File: src/rtl/uart_tx_frame.sv
// UART transmit framer: accepts a byte over valid/ready, enables the baud
// generator and serialises start / data (LSB first) / parity / stop bits.
module uart_tx_frame #(
   parameter int unsigned DATA_BITS  = 8,
   parameter int unsigned PARITY_EN  = 0,
   parameter int unsigned PARITY_ODD = 0,
   parameter int unsigned STOP_BITS  = 1
) (
   input  logic                 clk,
   input  logic                 rst_n,
   input  logic [DATA_BITS-1:0] tx_data,
   input  logic                 tx_valid,
   output logic                 tx_ready,
   input  logic                 baud_tick,
   output logic                 baud_en,
   output logic                 txd,
   output logic                 tx_busy,
   output logic                 tx_done
);

   localparam int unsigned CNT_W = (DATA_BITS > 1) ? $clog2(DATA_BITS) : 1;

   typedef enum logic [2:0] {
      S_IDLE,
      S_START,
      S_DATA,
      S_PARITY,
      S_STOP
   } state_t;

   state_t               r_state,    w_state;
   logic [DATA_BITS-1:0] r_shift,    w_shift;
   logic [CNT_W-1:0]     r_bit_cnt,  w_bit_cnt;
   logic                 r_stop_cnt, w_stop_cnt;
   logic                 r_parity,   w_parity;
   logic                 r_txd,      w_txd;
   logic                 r_tx_ready, w_tx_ready;
   logic                 r_baud_en,  w_baud_en;
   logic                 r_tx_busy,  w_tx_busy;
   logic                 r_tx_done,  w_tx_done;

   // State and registered outputs; reset drops txd high immediately
   always_ff @(posedge clk or negedge rst_n) begin
      if (!rst_n) begin
         r_state    <= S_IDLE;
         r_shift    <= '0;
         r_bit_cnt  <= '0;
         r_stop_cnt <= 1'b0;
         r_parity   <= 1'b0;
         r_txd      <= 1'b1;
         r_tx_ready <= 1'b1;
         r_baud_en  <= 1'b0;
         r_tx_busy  <= 1'b0;
         r_tx_done  <= 1'b0;
      end else begin
         r_state    <= w_state;
         r_shift    <= w_shift;
         r_bit_cnt  <= w_bit_cnt;
         r_stop_cnt <= w_stop_cnt;
         r_parity   <= w_parity;
         r_txd      <= w_txd;
         r_tx_ready <= w_tx_ready;
         r_baud_en  <= w_baud_en;
         r_tx_busy  <= w_tx_busy;
         r_tx_done  <= w_tx_done;
      end
   end

   // Next-state and next-output logic; the parity bit accumulates each data
   // bit as it is put on the line, so it is complete when the last one leaves
   always_comb begin
      w_state    = r_state;
      w_shift    = r_shift;
      w_bit_cnt  = r_bit_cnt;
      w_stop_cnt = r_stop_cnt;
      w_parity   = r_parity;
      w_txd      = r_txd;
      w_tx_ready = r_tx_ready;
      w_baud_en  = r_baud_en;
      w_tx_busy  = r_tx_busy;
      w_tx_done  = 1'b0;

      case (r_state)
         S_IDLE: begin
            w_txd = 1'b1;
            if (tx_valid && r_tx_ready) begin
               w_state    = S_START;
               w_shift    = tx_data;
               w_bit_cnt  = '0;
               w_stop_cnt = 1'b0;
               w_parity   = 1'b0;
               w_txd      = 1'b0;
               w_baud_en  = 1'b1;
               w_tx_busy  = 1'b1;
               w_tx_ready = 1'b0;
            end
         end

         S_START: begin
            if (baud_tick) begin
               w_state  = S_DATA;
               w_txd    = r_shift[0];
               w_parity = r_shift[0];
            end
         end

         S_DATA: begin
            if (baud_tick) begin
               if (r_bit_cnt == CNT_W'(DATA_BITS - 1)) begin
                  w_stop_cnt = 1'b0;
                  if (PARITY_EN != 0) begin
                     w_state = S_PARITY;
                     w_txd   = r_parity ^ 1'(PARITY_ODD);
                  end else begin
                     w_state = S_STOP;
                     w_txd   = 1'b1;
                  end
               end else begin
                  w_shift   = {1'b0, r_shift[DATA_BITS-1:1]};
                  w_bit_cnt = r_bit_cnt + CNT_W'(1);
                  w_txd     = r_shift[1];
                  w_parity  = r_parity ^ r_shift[1];
               end
            end
         end

         S_PARITY: begin
            if (baud_tick) begin
               w_state = S_STOP;
               w_txd   = 1'b1;
            end
         end

         S_STOP: begin
            w_txd = 1'b1;
            if (baud_tick) begin
               if (r_stop_cnt == 1'(STOP_BITS - 1)) begin
                  w_state    = S_IDLE;
                  w_tx_done  = 1'b1;
                  w_baud_en  = 1'b0;
                  w_tx_busy  = 1'b0;
                  w_tx_ready = 1'b1;
               end else begin
                  w_stop_cnt = r_stop_cnt + 1'b1;
               end
            end
         end

         default: begin
            w_state = S_IDLE;
            w_txd   = 1'b1;
         end
      endcase
   end

   assign tx_ready = r_tx_ready;
   assign baud_en  = r_baud_en;
   assign txd      = r_txd;
   assign tx_busy  = r_tx_busy;
   assign tx_done  = r_tx_done;

endmodule

File: config.mk
export PLATFORM = sky130hd
export DESIGN_NAME = uart_tx_frame
export DESIGN_NICKNAME = d
export VERILOG_FILES = /design/src/rtl/uart_tx_frame.sv
export SDC_FILE = /design/constraint.sdc
export NUM_CORES = 1
export LEC_CHECK = 0
export CAP_MARGIN = 10
export CELL_PAD_IN_SITES_DETAIL_PLACEMENT = 1
export CELL_PAD_IN_SITES_GLOBAL_PLACEMENT = 1
export CORE_ASPECT_RATIO = 0.9
export CORE_MARGIN = 2
export CORE_UTILIZATION = 36
export DETAILED_ROUTE_END_ITERATION = 10
export PLACE_DENSITY_LB_ADDON = 0.08
export SLEW_MARGIN = 40
export SYNTH_ARGS = -nofsm -noshare
export SYNTH_HDL_FRONTEND = slang
export SYNTH_SLANG_ARGS = --single-unit
File: constraint.sdc
create_clock -name clk -period 1.8 [get_ports clk]
set_input_delay 0.18 -clock clk [delete_from_list [all_inputs] [get_ports clk]]
set_output_delay 0.18 -clock clk [all_outputs]
set_load 0.005 [all_outputs]
==> results.yml, run 1 <==
global_routing:
  track_usage_pct: 16.90
  grt_remaining_overflow: 0
  antenna_found_initial: 0
  grt_pass1_vias: 780
  grt_max_degree: 19
  grt_pass1_wl_um: 3739
die:
  start_util_pct: 38.29
  core_um2: 2467
  die_w_um: 58.00
  core.rowCount: 17
  ios: 17
  die_y_um: 52.60
  die_area_um2: 3050
placement:
  place_congestion: 0.7598
  dpl-instance-area_um2: 1164
  dpl.hpwl_um: 1433
  port_buffers: 16
clocking:
  cts_inserted_buffers: 3
  cts-root-buf: "clkbuf_4"
  cts_tree: "yes"
  cts_sinks: 18
  clockBufferDepth: 2
  cts.reportedPaths.clkPinSlew_ps: 100
  ctsHoldBuffers: 0
  worst_skew_pair.late_latency_ps: 290
  ctsHtreeMaxLevel: 1
worst_setup_path:
  path_class: "flop to flop"
  path_max_fanout: 5
  r2r_cells: 6
  worstPathArrival_ps: 1990
  setup.worst_path.end_class: "flop"
  worstPathRequired_ps: 1990
  start_kind: "flop"
detailed_routing:
  vias: 693
  drt_iter0_drc: 21
  routed_wirelength_um: 2162
  vias_per_cell: 5.172
  first_pass_iters: 4
  post_drt_wl_per_cell_um: 16.13
  drc: 0
  ant_nets: 0
finish:
  diodes: 0
  fin_util_pct: 51.72
  regArea_um2: 452.9
  drive_gt1_share_pct: 38.68
  fin_area_um2: 1276
  area_delta_synth_final_pct: 35.10
  multi_input_area_um2: 478.0
  num-fill-cells: 270
  final_nets: 121
sta:
  fin_skew_ps: 1.172
  hold_viol: 0
  fin_crit_sh_pct: 99.92
  tightestPinTransition_ps: 518.8
  rsz0062_at_grt: "true"
  post-route-min-period_ps: 1799
  maxSlewViolCount: 0
  max_slew_margin_pct: 65.28
  fmax_mhz: 556.0
  setup_viol: 0
power:
  ir_drop_uv: 743.6
  p_leak_nw: 0.5739
  p_per_area_nw_per_um2: 1202
yosys:
  syn_inst: 79
  synth_area_um2: 944.7
  avgSynthCellArea_um2: 11.96
  synth_nets: 93
  synth-seq-area-share_pct: 47.95
  synth_cell_types: 31
  synth_seq_cells: 18
  synth_warnings: 0
job:
  drv_cap: 0
worst_hold_path:
  hold_class: "input port to asynchronous set/reset pin"
outcome:
  status: "finished clean"
layout make-up:
class | instances | share of cell area (%)
Clock buffer | 4 | 2.059
Timing Repair Buffer | 30 | 21.37
Sequential cell | 18 | 35.49
Inverter | 3 | 0.8824
Tap cell | 28 | 2.745
Multi-Input combinational cell | 51 | 37.45
power breakdown:
group	switching, mW	leakage [nW]	internal (mW)	total [mW]
logic	0.249	0.338	0.434	0.683
clock network	0.126	0.0150	0.0863	0.212
registers	0.0902	0.221	0.549	0.639
worst paths after layout:
path	start	to	slack, ps
worst min register to register	r_shift[2]$_DFFE_PN0P_	r_shift[2]$_DFFE_PN0P_	520
worst min-delay path	rst_n	r_shift[1]$_DFFE_PN0P_	200
worst max register to register	r_bit_cnt[1]$_DFFE_PN0P_	r_shift[3]$_DFFE_PN0P_	1
max in group asynchronous	rst_n	txd$_DFFE_PN1P_	1340
worst max-delay path	r_bit_cnt[1]$_DFFE_PN0P_	r_shift[3]$_DFFE_PN0P_	1
min in group clk	r_shift[2]$_DFFE_PN0P_	r_shift[2]$_DFFE_PN0P_	520
critical path: stages, from the launching register on:
cell and delay (ps):
dfrtp_1 400, ha_2 200, ha_4 150, nand3b_1 170, a211oi_2 260, buf_4 210
mux2_4 300
cell usage after synthesis, drive strengths merged:
library cell | count | area share [%]
mux2i | 2 | 2.1
o21ba | 1 | 1.1
dfrtp | 16 | 42
o2bb2ai | 1 | 0.93
and3 | 1 | 0.66
inv | 3 | 1.2
a22o | 1 | 0.93
nor4 | 1 | 0.66
buf | 5 | 4.5
nand2 | 7 | 2.8
o32ai | 1 | 0.93
nand2b | 1 | 0.66
ha | 2 | 2.6
clkbuf | 2 | 0.93
o211ai | 1 | 0.79
nor2 | 4 | 1.6
a31oi | 2 | 1.3
o21ai | 1 | 0.53
o31ai | 1 | 0.79
nor2b | 1 | 0.66
nand3b | 2 | 2.9
a21o | 1 | 0.79
dfstp | 2 | 5.6
a211oi | 1 | 1.3
mux2 | 17 | 20
nand3 | 1 | 0.53
a21oi | 1 | 0.53
per-stage QoR:
stage	instances	setup TNS, ps	setup WS, ps	hold slack (ps)	total power [mW]
3_5_place_dp	126	-621.0	-68.47	494.0	1.182
5_1_grt	134	-534.2	-65.08	225.4	1.649
2_1_floorplan	79	0	30.49	-115.6	1.005
3_3_place_gp	126	0	34.75	486.2	1.152
6_report	134	0	1.456	202.1	1.534
4_1_cts	133	-530.5	-60.10	206.0	1.529
layer usage:
metal | GRT usage (%) | routed length [um] | vias up
met1 | 20.49 | 1025 | 344
met5 | 0 | 0 | -
li1 | - | - | 330
met2 | 28.41 | 1023 | 15
met4 | 5.814 | 35 | 0
met3 | 5.185 | 78 | 4
state kept, by name, summed over array words and instances, names as in the netlist:
| name | cells |
|---|---|
| r_bit_cnt | 3 |
| txd | 1 |
| r_shift | 8 |
| r_state | 3 |
| tx_busy | 1 |
| tx_ready | 1 |
| tx_done | 1 |
cells in the final DEF, fill, tap and decap left out:
cell type,n
clkdlybuf4s50_1,16
dfrtp_1,16
buf_4,12
mux2_4,9
mux2_2,8
nand2_1,7
nor2_1,4
inv_1,3
clkbuf_4,3
mux2i_1,2
a31oi_1,2
buf_6,2
dfstp_2,2
and3_1,1
nand3b_4,1
nand3b_1,1
a211oi_2,1
nor2b_1,1
o21ai_0,1
o32ai_1,1
nand3_1,1
a21oi_1,1
nand2b_1,1
o211ai_1,1
o31ai_1,1
o21ba_2,1
nor4_1,1
a21o_1,1
a22o_1,1
o2bb2ai_1,1
ha_2,1
ha_4,1
clkbuf_1,1
kinds of logic (layout without fill, tap and decap cells):
group,count (synthesis),count (layout),synth area share [%]
muxes,19,19,22.38
DFF,18,18,47.95
and+or+nand+nor,18,18,10.47
AOI/OAI and AO/OA,12,12,9.934
buffers and inverters,10,37,6.620
adders and majority gates,2,2,2.649
timing repair:
action,in CTS,in global routing
cloned,1,0
endpoints found under the setup margin,10,11
setup buffers,2,1
gates resized for setup,15,0
pin swaps,2,1
No activity file was read; power rests on OpenSTA's default activity.
==> run 2: changes to the inputs <==
--- a/config.mk
+++ b/config.mk
@@ -11,8 +11,9 @@
 export CORE_ASPECT_RATIO = 0.9
 export CORE_MARGIN = 2
 export CORE_UTILIZATION = 36
+export CTS_CLUSTER_SIZE = 30
 export DETAILED_ROUTE_END_ITERATION = 10
-export PLACE_DENSITY_LB_ADDON = 0.08
+export PLACE_DENSITY = 0.84
 export SLEW_MARGIN = 40
 export SYNTH_ARGS = -nofsm -noshare
 export SYNTH_HDL_FRONTEND = slang
==> results.yml, run 2 (same netlist as run 1, synthesis figures left out) <==
outcome:
  status: "complete, but fails checks"
  violations: "negative setup slack"
detailed_routing:
  first_pass_iters: 3
  ant_nets: 0
  vias_per_cell: 5.233
  drc: 0
  drt_iter0_drc: 7
  post_drt_wl_per_cell_um: 17.22
  routed_wirelength_um: 2290
  vias: 696
die:
  core_um2: 2467
  start_util_pct: 38.29
  core.rowCount: 17
  die_area_um2: 3050
  ios: 17
  die_w_um: 58.00
  die_y_um: 52.60
worst_setup_path:
  path_class: "flop to flop"
  r2r-end: "r_shift[7]$_DFFE_PN0P_"
  slowest_stage: "dfrtp_1"
  setup.worst_path.end_class: "flop"
  start_kind: "flop"
  path_cells: "ha_2 > ha_4 > nand3b_1 > a211oi_2 > buf_6 > mux2_4"
  path_delay_family: "flip-flops"
  path_max_fanout: 6
  r2r_cells: 6
  crit_cells: 6
  r2r_slack_ps: -70
  cpPeakStageDelay_ps: 410
  worstPathRequired_ps: 1970
  cp_num_buf_inv: 1
  worstPathArrival_ps: 2050
  r2r_start: "r_bit_cnt[0]$_DFFE_PN0P_"
clocking:
  ctsHtreeMaxLevel: 1
  cts_inserted_buffers: 3
  cts_tree: "yes"
  clockBufferDepth: 2
  cts_sinks: 18
  cts.reportedPaths.clkPinSlew_ps: 100
  worst_skew_pair.late_latency_ps: 290
  ctsHoldBuffers: 0
  cts-root-buf: "clkbuf_4"
placement:
  place_inst: 122
  place_congestion: 0.8295
  port_buffers: 16
  post-place-ws_ps: -47.37
  dpl-instance-area_um2: 1134
  dpl.hpwl_um: 1424
finish:
  num-fill-cells: 261
  layout_common_cells: "clkdlybuf4s50_1, dfrtp_1, buf_4, mux2_4, mux2_2"
  final_nets: 121
  fin_util_pct: 51.42
  largest_reg_flops: 8
  fin_cells: 133
  fin_area_um2: 1269
  area_delta_synth_final_pct: 34.30
  top_register: "r_shift"
  drive_gt1_share_pct: 39.05
  diodes: 0
  reg.largest.list: "r_shift x8, r_bit_cnt x3, r_state x3"
sta:
  whs_ps: 211.5
  setup_viol: 11
  fin_skew_ps: 10.51
  rsz0062_at_grt: "true"
  tightestPinTransition_ps: 479.1
  hold_viol: 0
  post-route-min-period_ps: 1870
  maxSlewViolCount: 0
  fin_tns_setup_ps: -645.1
  max_slew_margin_pct: 67.94
  fmax_mhz: 534.7
  fin_crit_sh_pct: 103.9
  setup_slack_ps: -70.28
power:
  power.share.switching_pct: 31.11
  p_leak_nw: 0.5719
  finalPower_mw: 1.539
  power_switching_mw: 0.4788
  power.share.clock_pct: 12.9
  power_frac_seq_pct: 42.2
  intPower_mw: 1.060
  ir_drop_uv: 612.2
  comb_power_share_pct: 45.0
  p_per_area_nw_per_um2: 1213
global_routing:
  grt_pass1_vias: 741
  grt_remaining_overflow: 0
  grt_max_degree: 19
  antenna_found_initial: 0
  track_usage_pct: 16.42
  grt_pass1_wl_um: 3629
job:
  drv_cap: 0
worst_hold_path:
  hold_class: "input port to asynchronous set/reset pin"
run 2: final cells by class:
cell class                      instances  area, um2  share of cell area (%)
Inverter                                3      11.26                  0.8876
Tap cell                               28      35.03                   2.761
Timing Repair Buffer                   30      269.0                   21.20
Multi-Input combinational cell         51      478.0                   37.67
Sequential cell                        18      452.9                   35.70
Clock buffer                            3      22.52                   1.775
run 2: how the worst max path moves through the flow:
stage	start	to	slack [ps]
4_1_cts	r_bit_cnt[1]$_DFFE_PN0P_	r_shift[0]$_DFFE_PN0P_	-30
2_1_floorplan	r_bit_cnt[0]$_DFFE_PN0P_	r_bit_cnt[0]$_DFFE_PN0P_	30
3_5_place_dp	r_bit_cnt[0]$_DFFE_PN0P_	r_shift[0]$_DFFE_PN0P_	-50
5_1_grt	r_bit_cnt[0]$_DFFE_PN0P_	r_shift[2]$_DFFE_PN0P_	-120
6_report	r_bit_cnt[0]$_DFFE_PN0P_	r_shift[7]$_DFFE_PN0P_	-70
3_3_place_gp	r_bit_cnt[0]$_DFFE_PN0P_	r_shift[5]$_DFFE_PN0P_	20
run 2: worst register-to-register path, stage by stage, from the launching register on:
cell and delay (ps):
dfrtp_1 410, ha_2 220, ha_4 160, nand3b_1 190
a211oi_2 280, buf_6 190, mux2_4 310
run 2: repair_timing:
item	CTS	global route
resized for setup	8	6
setup endpoints to repair	9	11
pin swaps	2	2
buffers inserted	5	2
gates cloned	1	0
run 2: layer usage:
layer  vias up  part of all wire, %  GRT usage [%]
met5         -                    0              0
met4         0                 0.79          2.326
met3         2                  2.9          4.444
met2        11                   50          28.41
met1       351                   46          20.99
li1        332                    -              -
run 2: power groups by stage:
| stage | clock (mW) | combinational [mW] | sequential, mW |
|---|---|---|---|
| 6_report | 0.198 | 0.692 | 0.649 |
| 5_1_grt | 0.226 | 0.755 | 0.665 |
| 3_5_place_dp | 0 | 0.505 | 0.642 |
| 3_3_place_gp | 0 | 0.473 | 0.635 |
| 2_1_floorplan | 0 | 0.397 | 0.608 |
| 4_1_cts | 0.207 | 0.599 | 0.634 |
==> run 3: changes to the inputs <==
--- a/config.mk
+++ b/config.mk
@@ -9,12 +9,10 @@
 export CELL_PAD_IN_SITES_DETAIL_PLACEMENT = 1
 export CELL_PAD_IN_SITES_GLOBAL_PLACEMENT = 1
 export CORE_ASPECT_RATIO = 0.9
-export CORE_MARGIN = 2
 export CORE_UTILIZATION = 36
 export CTS_CLUSTER_SIZE = 30
 export DETAILED_ROUTE_END_ITERATION = 10
 export PLACE_DENSITY = 0.84
-export SLEW_MARGIN = 40
 export SYNTH_ARGS = -nofsm -noshare
 export SYNTH_HDL_FRONTEND = slang
 export SYNTH_SLANG_ARGS = --single-unit
==> results.yml, run 3 (same netlist as run 1, synthesis figures left out) <==
outcome:
  status: "complete, but fails checks"
  violations: "negative setup slack"
sta:
  max_slew_margin_pct: 65.75
  tightestPinTransition_ps: 511.8
  setup_slack_ps: -75.49
  whs_ps: 198.0
  maxSlewViolCount: 0
  fin_tns_setup_ps: -405.3
  fin_skew_ps: 11.93
  hold_viol: 0
  fmax_mhz: 533.2
  post-route-min-period_ps: 1875
  rsz0062_at_grt: "true"
  setup_viol: 10
  fin_crit_sh_pct: 104.2
finish:
  area_delta_synth_final_pct: 36.03
  diodes: 0
  num-fill-cells: 260
  top_register: "r_shift"
  final_nets: 121
  regArea_um2: 452.9
  layout_common_cells: "clkdlybuf4s50_1, dfrtp_1, buf_4, mux2_4, mux2_2"
  largest_reg_flops: 8
  reg.largest.list: "r_shift x8, r_bit_cnt x3, r_state x3"
  drive_gt1_share_pct: 40.00
  multi_input_area_um2: 490.5
worst_setup_path:
  path_cells: "ha_2 > ha_4 > nand3b_1 > a211oi_2 > buf_4 > mux2_4"
  cp_num_buf_inv: 1
  slowest_stage: "dfrtp_1"
  setup.worst_path.end_class: "flop"
  path_class: "flop to flop"
  path_max_fanout: 5
  cpPeakStageDelay_ps: 400
  worstPathArrival_ps: 2060
  path_delay_family: "flip-flops"
  start_kind: "flop"
  worstPathRequired_ps: 1980
detailed_routing:
  ant_nets: 0
  first_pass_iters: 4
  drt_iter0_drc: 25
  routed_wirelength_um: 2298
  vias_per_cell: 5.188
  drc: 0
  vias: 690
  post_drt_wl_per_cell_um: 17.28
clocking:
  cts_sinks: 18
  clockBufferDepth: 2
  cts_inserted_buffers: 3
  ctsHoldBuffers: 0
  cts.reportedPaths.clkPinSlew_ps: 110
  worst_skew_pair.late_latency_ps: 300
  ctsHtreeMaxLevel: 1
  cts_tree: "yes"
  cts-root-buf: "clkbuf_4"
power:
  p_per_area_nw_per_um2: 1199
  p_leak_nw: 0.5746
  comb_power_share_pct: 45.0
  power.share.switching_pct: 31.22
  intPower_mw: 1.059
  power_frac_seq_pct: 41.7
  power_switching_mw: 0.4809
  ir_drop_uv: 605.8
  power.share.clock_pct: 13.2
  finalPower_mw: 1.540
global_routing:
  grt_pass1_vias: 743
  grt_remaining_overflow: 0
  grt_pass1_wl_um: 3746
  track_usage_pct: 17.99
  antenna_found_initial: 0
  grt_max_degree: 19
die:
  die_y_um: 50.60
  core.rowCount: 17
  die_w_um: 56.00
  start_util_pct: 38.29
  ios: 17
  core_um2: 2467
  die_area_um2: 2833
placement:
  post-place-ws_ps: -99.39
  port_buffers: 16
  dpl.hpwl_um: 1467
  place_congestion: 0.7118
job:
  drv_cap: 0
worst_hold_path:
  hold_class: "input port to asynchronous set/reset pin"
-- run 3: path summary, 6_finish.rpt --
kind,startpoint,to,slack [ps],cells past startpoint
setup / recovery,r_bit_cnt[0]$_DFFE_PN0P_,r_shift[3]$_DFFE_PN0P_,-80,6
hold / removal,rst_n,r_shift[1]$_DFFE_PN0P_,200,2
setup reg to reg,r_bit_cnt[0]$_DFFE_PN0P_,r_shift[3]$_DFFE_PN0P_,-80,6
hold reg to reg,r_shift[4]$_DFFE_PN0P_,r_shift[4]$_DFFE_PN0P_,520,1
max in group asynchronous,rst_n,txd$_DFFE_PN1P_,1330,2
min in group clk,r_shift[4]$_DFFE_PN0P_,r_shift[4]$_DFFE_PN0P_,520,1
-- run 3: per-stage QoR --
| step | util [%] | instance area, um2 | cells |
|---|---|---|---|
| final | 52.08 | 1285 | 133 |
| after global routing | 52.08 | 1285 | 133 |
| after CTS | 50.36 | 1242 | 130 |
| after detailed placement | 46.25 | 1141 | 123 |
| after global placement | 46.25 | 1141 | 123 |
| after floorplan | - | 944.7 | 79 |
-- run 3: timing repair --
item	in CTS	in global routing
gates resized for setup	14	4
buffers inserted	3	3
setup endpoints to repair	9	11
cloned	1	0
hold endpoints to repair	0	0
pin swaps	2	2
-- run 3: power groups by stage --
| stage | logic [mW] | clock network (mW) | registers (mW) |
|---|---|---|---|
| detailed placement | 0.510 | 0 | 0.647 |
| global placement | 0.488 | 0 | 0.632 |
| CTS | 0.639 | 0.208 | 0.642 |
| floorplan | 0.397 | 0 | 0.608 |
| finish | 0.693 | 0.204 | 0.643 |
| global route | 0.754 | 0.226 | 0.661 |
-- run 3: routing by layer --
| metal | track usage, % | routed length, um |
|---|---|---|
| met5 | 0 | 0 |
| met4 | 4.878 | 0 |
| met3 | 5.670 | 72 |
| met2 | 28.57 | 1173 |
| met1 | 23.71 | 1052 |
-- run 3: area by class of cell --
cell class	count	share of cell area (%)
clock buffers	3	1.753
inverters	3	0.8763
multi-input cells	51	38.17
flip-flops and latches	18	35.25
well taps	28	2.726
repair buffers	30	21.23
